===== config.mk =====
export PLATFORM = sky130hd
export DESIGN_NAME = simple_div_seq
export DESIGN_NICKNAME = d
export VERILOG_FILES = /design/src/rtl/simple_div_seq.sv
export SDC_FILE = /design/constraint.sdc
export NUM_CORES = 1
export LEC_CHECK = 0
export CAP_MARGIN = 10
export CORE_AREA = 2 2 73 75
export CTS_CLUSTER_DIAMETER = 120
export CTS_CLUSTER_SIZE = 30
export DETAILED_ROUTE_END_ITERATION = 8
export DIE_AREA = 0 0 75 77
export PLACE_DENSITY = 0.87
export SYNTH_ARGS = -nofsm -noshare
export SYNTH_HDL_FRONTEND = slang
export SYNTH_SLANG_ARGS = --single-unit

===== constraint.sdc =====
create_clock -name clk -period 3.54 [get_ports clk]
set_input_delay 1.062 -clock clk [delete_from_list [all_inputs] [get_ports clk]]
set_output_delay 1.062 -clock clk [all_outputs]
set_load 0.02 [all_outputs]

===== src/rtl/simple_div_seq.sv =====
// Sequential restoring divider: one quotient bit per cycle, MSB first.
// Results are registered on entry to DONE and held until the next one.
module simple_div_seq #(
    parameter int K = 8
) (
    input  logic         clk,
    input  logic         rst,
    input  logic         start,
    input  logic [K-1:0] a,
    input  logic [K-1:0] b,
    output logic         busy,
    output logic         done,
    output logic [K-1:0] q,
    output logic [K-1:0] r,
    output logic         div_by_zero
);

    localparam int CW = $clog2(K);

    typedef enum logic [1:0] {
        IDLE,
        CALC,
        DONE
    } state_t;

    state_t        state;
    logic [K-1:0]  dvd;
    logic [K-1:0]  dvs;
    logic [K-1:0]  rem;
    logic [CW-1:0] cnt;
    logic          bz;

    logic [K:0]    shifted;
    logic          ge;
    logic [K-1:0]  rem_nx;
    logic [K-1:0]  dvd_nx;
    logic          last;

    // The dividend register doubles as the quotient shift register.
    always_comb begin
        shifted = {rem, dvd[K-1]};
        ge      = shifted >= {1'b0, dvs};
        rem_nx  = ge ? K'(shifted - {1'b0, dvs}) : shifted[K-1:0];
        dvd_nx  = {dvd[K-2:0], ge};
        last    = cnt == CW'(K - 1);
    end

    always_ff @(posedge clk or posedge rst) begin
        if (rst) begin
            state       <= IDLE;
            dvd         <= '0;
            dvs         <= '0;
            rem         <= '0;
            cnt         <= '0;
            bz          <= 1'b0;
            busy        <= 1'b0;
            done        <= 1'b0;
            q           <= '0;
            r           <= '0;
            div_by_zero <= 1'b0;
        end else begin
            unique case (state)
                IDLE: begin
                    done <= 1'b0;
                    if (start) begin
                        dvd   <= a;
                        dvs   <= b;
                        bz    <= (b == '0);
                        rem   <= '0;
                        cnt   <= '0;
                        busy  <= 1'b1;
                        state <= CALC;
                    end
                end
                CALC: begin
                    rem <= rem_nx;
                    dvd <= dvd_nx;
                    cnt <= cnt + CW'(1);
                    if (last) begin
                        q           <= dvd_nx;
                        r           <= rem_nx;
                        div_by_zero <= bz;
                        done        <= 1'b1;
                        state       <= DONE;
                    end
                end
                DONE: begin
                    done  <= 1'b0;
                    busy  <= 1'b0;
                    state <= IDLE;
                end
                default: begin
                    state <= IDLE;
                end
            endcase
        end
    end

endmodule

# Yosys cells after proc, flatten, opt, wreduce, memory -nomap -nowiden
# Cells that the tools add are included.
# Widths: inputs -> output; s select.
[classes]
addsub = 2
order_cmp = 1
n_eq_ne = 5
muxes = 14
reduce_logical = 12
[op_table]
columns = ["cell", "n"]
rows = [
  ["$pmux 8 s2", 2],
  ["$mux 8", 3],
  ["$reduce_and 2->1", 6],
  ["$ge 9x8->1", 1],
  ["$logic_not 8->1", 1],
  ["$sub 8x8->8", 1],
  ["$pmux 3 s2", 1],
  ["$reduce_bool 2->1", 3],
  ["$mux 2", 2],
  ["$ne 2x2->1 const B", 2],
  ["$pmux 1 s2", 2],
  ["$pmux 2 s2", 1],
  ["$add 3x1->3 const B", 1],
  ["$eq 3x3->1 const B", 1],
  ["$mux 3", 1],
  ["$eq 2x1->1 const B", 1],
  ["$eq 2x2->1 const B", 1],
  ["$logic_not 2->1", 1],
  ["$mux 1", 2],
  ["$reduce_or 2->1", 1],
]
[totals]
reg_bits = 49
in_bits = 19
out_inout_bits = 19

# Depth between registers and ports, before layout
[depth]
depth_word = 4
mapped_depth = 9
ltp_nobuf = 9

# Worst setup path before layout
# No wires, ideal clock.
[synth_timing]
path_kind = "reg-to-reg"
startpoint = "register dvd[7]"
endpoint = "register rem[6]"
arrival_time_ns = 2.039
t_required_ns = 3.463
slack_ns = 1.423
stages_incl_launch_ff = 10
path_buffers = 0
synth_period_minus_slack_ns = 2.117
path_cell_list = "dfrtp_1 -> inv_1 -> ha_1 -> inv_1 -> fa_1 -> a211o_1 -> a2111oi_2 -> a41oi_1 -> a22o_1 -> a21oi_1"
[synth_via]
elab_chain_len = 3
word_cells_on_any_way = 4
cone_classes = "1 x add/sub; 1 x order compare; 2 x mux"
[synth_rtl]
columns = ["item", "line_no", "rtl"]
rows = [
  ["start: declaration", "27", "logic [K-1:0] dvd;"],
  ["start signal: assignment", "77", "dvd <= dvd_nx;"],
  ["$sub 8x8->8 or $ge 9x8->1 (tied branches)", "43, 42", ""],
  ["$mux 8 *", "43", "rem_nx = ge ? K'(shifted - {1'b0, dvs}) : shifted[K-1:0];"],
  ["$pmux 8 s2 *", "62", "unique case (state)"],
  ["end signal: assignment", "76", "rem <= rem_nx;"],
  ["end: declaration", "29", "logic [K-1:0] rem;"],
]
# Every way passes the cells marked *; elsewhere a longest branch is shown, timed or not.
# A chain may end at the register's enable or synchronous reset.

# Final worst setup path
[layout_timing]
startpoint = "register dvd[7]"
endpoint = "register r[6]"
[layout_via]
elab_chain_len = 2
word_cells_on_any_way = 3
cone_classes = "1 x add/sub; 1 x order compare; 1 x mux"
[layout_rtl]
columns = ["item", "line_no", "rtl"]
rows = [
  ["$sub 8x8->8 or $ge 9x8->1 (tied branches)", "43, 42", ""],
  ["$mux 8 *", "43", ""],
  ["end signal: assignment", "81", "r <= rem_nx;"],
  ["end: declaration", "14", "output logic [K-1:0] r,"],
]
# Marked as above.

==> results.ini <==
[outcome]
status=completed

[synthesis]
ys_top_cells_by_area=dfrtp_1, nand2_1, ha_1
yosysSeqAreaShare_pct=47.3
netlist.area_leader.share_pct=47.3
synthSimpleGateAreaFrac_pct=22.5
synth_mux_area_share_pct=0
synthTopCellsByCount=nand2_1, dfrtp_1, nor2_1, a21oi_1, inv_1
yosysWarnings=0
synth_edf_count=0
ys.flop_type=dfrtp_1
syn_area_per_cell_um2=9.26
synth_most_common_cell=nand2_1
synth_cell_types=58
synth_top_family_by_area=simple AND/OR/NAND/NOR gates
synth_compound_area_share_pct=19.6
synth_cells=280
synthArstFlopShare_pct=100
synth-seq-cells=49
synth_area_um2=2590
synth_fa_ha_area_share_pct=5.60
syn_nets=310
yosysTopAreaCell=dfrtp_1
synthXorXnorAreaFrac_pct=0.676

[timing]
slew_headroom_pct=39.3
rsz0062_at_grt=false
fin_worst_skew_ps=8.28
worstMarginPinSlew_ps=910
fin_crit_sh_pct=67.9
period_needed_ps=2400
setup-tns-final_ps=0
timing.hold.ws_ps=477
drv_slew=0
timing_hold_violations_final=0
finalSetupViolCount=0
fmax_ghz=0.416
layout_setup_ws_ps=1140

[cts]
clockBufferDepth=2
cts_tree=done
clkTransAtPathRegs_ps=90
cts_resized=0
clk_latency_ps=320
cts_made_buffers=5
cts-root-buf=clkbuf_8
cts.sinks=49
htreeDepth=2
post_cts_buffers=0
hold_buffers=0

[placement]
detailedPlace.worstSlack_ps=960
globalplace.congestion=0.875
place_inst=380
placed_area_um2=3030
dp.final_hpwl_um=4150
port_buffers=37

[cells_and_area]
drive_above_1_share_pct=10.1
fin_util_pct=62.7
final_area_um2=3120
nets=347
finalNonFillerCells=388
area_growth_syn_to_layout_pct=20.4
diodes=0

[power]
p_leak_nw=1.39
totalPowerFinal_mw=3.49
p_per_area_nw_per_um2=1120
ir_drop_uv=554

[job]
cap_violations=0

[floorplanning]
die_height_um=77
rows=26
die_x_um=75
initial_core_util_pct=52.1
core_area_um2=4980
die_area_um2=5780
ioPinCount=38

[critical_path]
crit_type=reg2reg
cpMostUsedCell=inv_1
cp_slowest_stage_delay_ps=410
path_max_fanout=4
endpoint_kind=flip-flop
cp-start-kind=flip-flop
cpMaxStageDelayCell=dfrtp_1
arrival_ps=2650
cp_cell_sequence=inv_1 > ha_1 > inv_1 > fa_1 > a211o_1 > a2111oi_2 > a41oi_1 > a22o_1 > a21oi_1
crit_required_ps=3780

[drt]
wl_um=5970
num_vias=2192
dr.first_iter.drc_count=176
viasPerCell=5.65
wl_per_cell_um=15.4
drtPass1Iterations=4
drcViolationCount=0
ant_nets=0

[global_route]
antenna_found_initial=0
grt_util_all_layers_pct=22.3
use_met2_pct=34.0
gr-usage-met1_pct=31.0
grt_max_degree=26
first_global_vias=2099
grt_use_met3_pct=4.20
grt_pass1_wl_um=9920
top_usage_layer=met2
grt_overflow_total=0

[worst_hold_path]
min_path_type=reg2reg

## report_power, final
part           total, mW  switching (mW)  internal [mW]  leakage (nW)
clock network      0.333           0.194          0.139        0.0374
logic               2.13            1.25          0.877         0.769
registers           1.03           0.191          0.836         0.585
total               3.49            1.64           1.85          1.39
## sequential cells by signal (all words and copies together), names as in the netlist
name and flops:
dvs 8, rem 8, r 8, div_by_zero 1, bz 1, dvd 8, busy 1, state 2
q 8, done 1, cnt 3
## layer usage
layer	vias to the layer above	part of all wire [%]
met4	0	2.7
met3	15	4.9
met5	-	0
met1	1058	44
li1	1062	-
met2	57	48
## cell families (layout without fill, tap and decap cells)
kind of cell,Yosys count,in the layout
flops,49,49
xor+xnor,2,2
compound gates,68,68
fa+ha+maj,11,11
buf+inv,26,64
simple gates,124,124
## final cells by class
type	instances	area, um^2
repair buffers	43	415
inverters	13	48.8
clock inverters	2	15.0
fillers	411	1860
well taps	70	87.6
flip-flops and latches	49	1230
clock buffers	6	72.6
multi-input cells	205	1250
## cell usage in the layout (no fill, tap or decap), drive strengths merged, types with 10 or more instances in the layout
master	netlist	routed
clkdlybuf4s50	0	37
dfrtp	49	49
a31oi	10	10
a21oi	13	13
nor2	17	17
o21ai	15	15
inv	13	13
ha	10	10
nand3	10	10
nand2	71	71
## worst paths after layout
kind | startpoint | end | slack [ps] | cells after the start
setup / recovery | dvd[7] | r[6] | 1140 | 9
hold / removal | q[7] | q[7] | 480 | 2
setup reg to reg | dvd[7] | r[6] | 1140 | 9
hold reg to reg | q[7] | q[7] | 480 | 2
max in group asynchronous | rst | busy | 1900 | 3
min in group asynchronous | rst | dvs[3] | 1010 | 2
## worst max-delay path, delay by kind of cell (launching register included)
kind,cells,cell delay [ps]
flip-flops,1,410
AO/OA/AOI/OAI,5,1180
buffers and inverters,2,160
adder cells (fa/ha/maj),2,600
No activity file was read; power rests on OpenSTA's default activity.
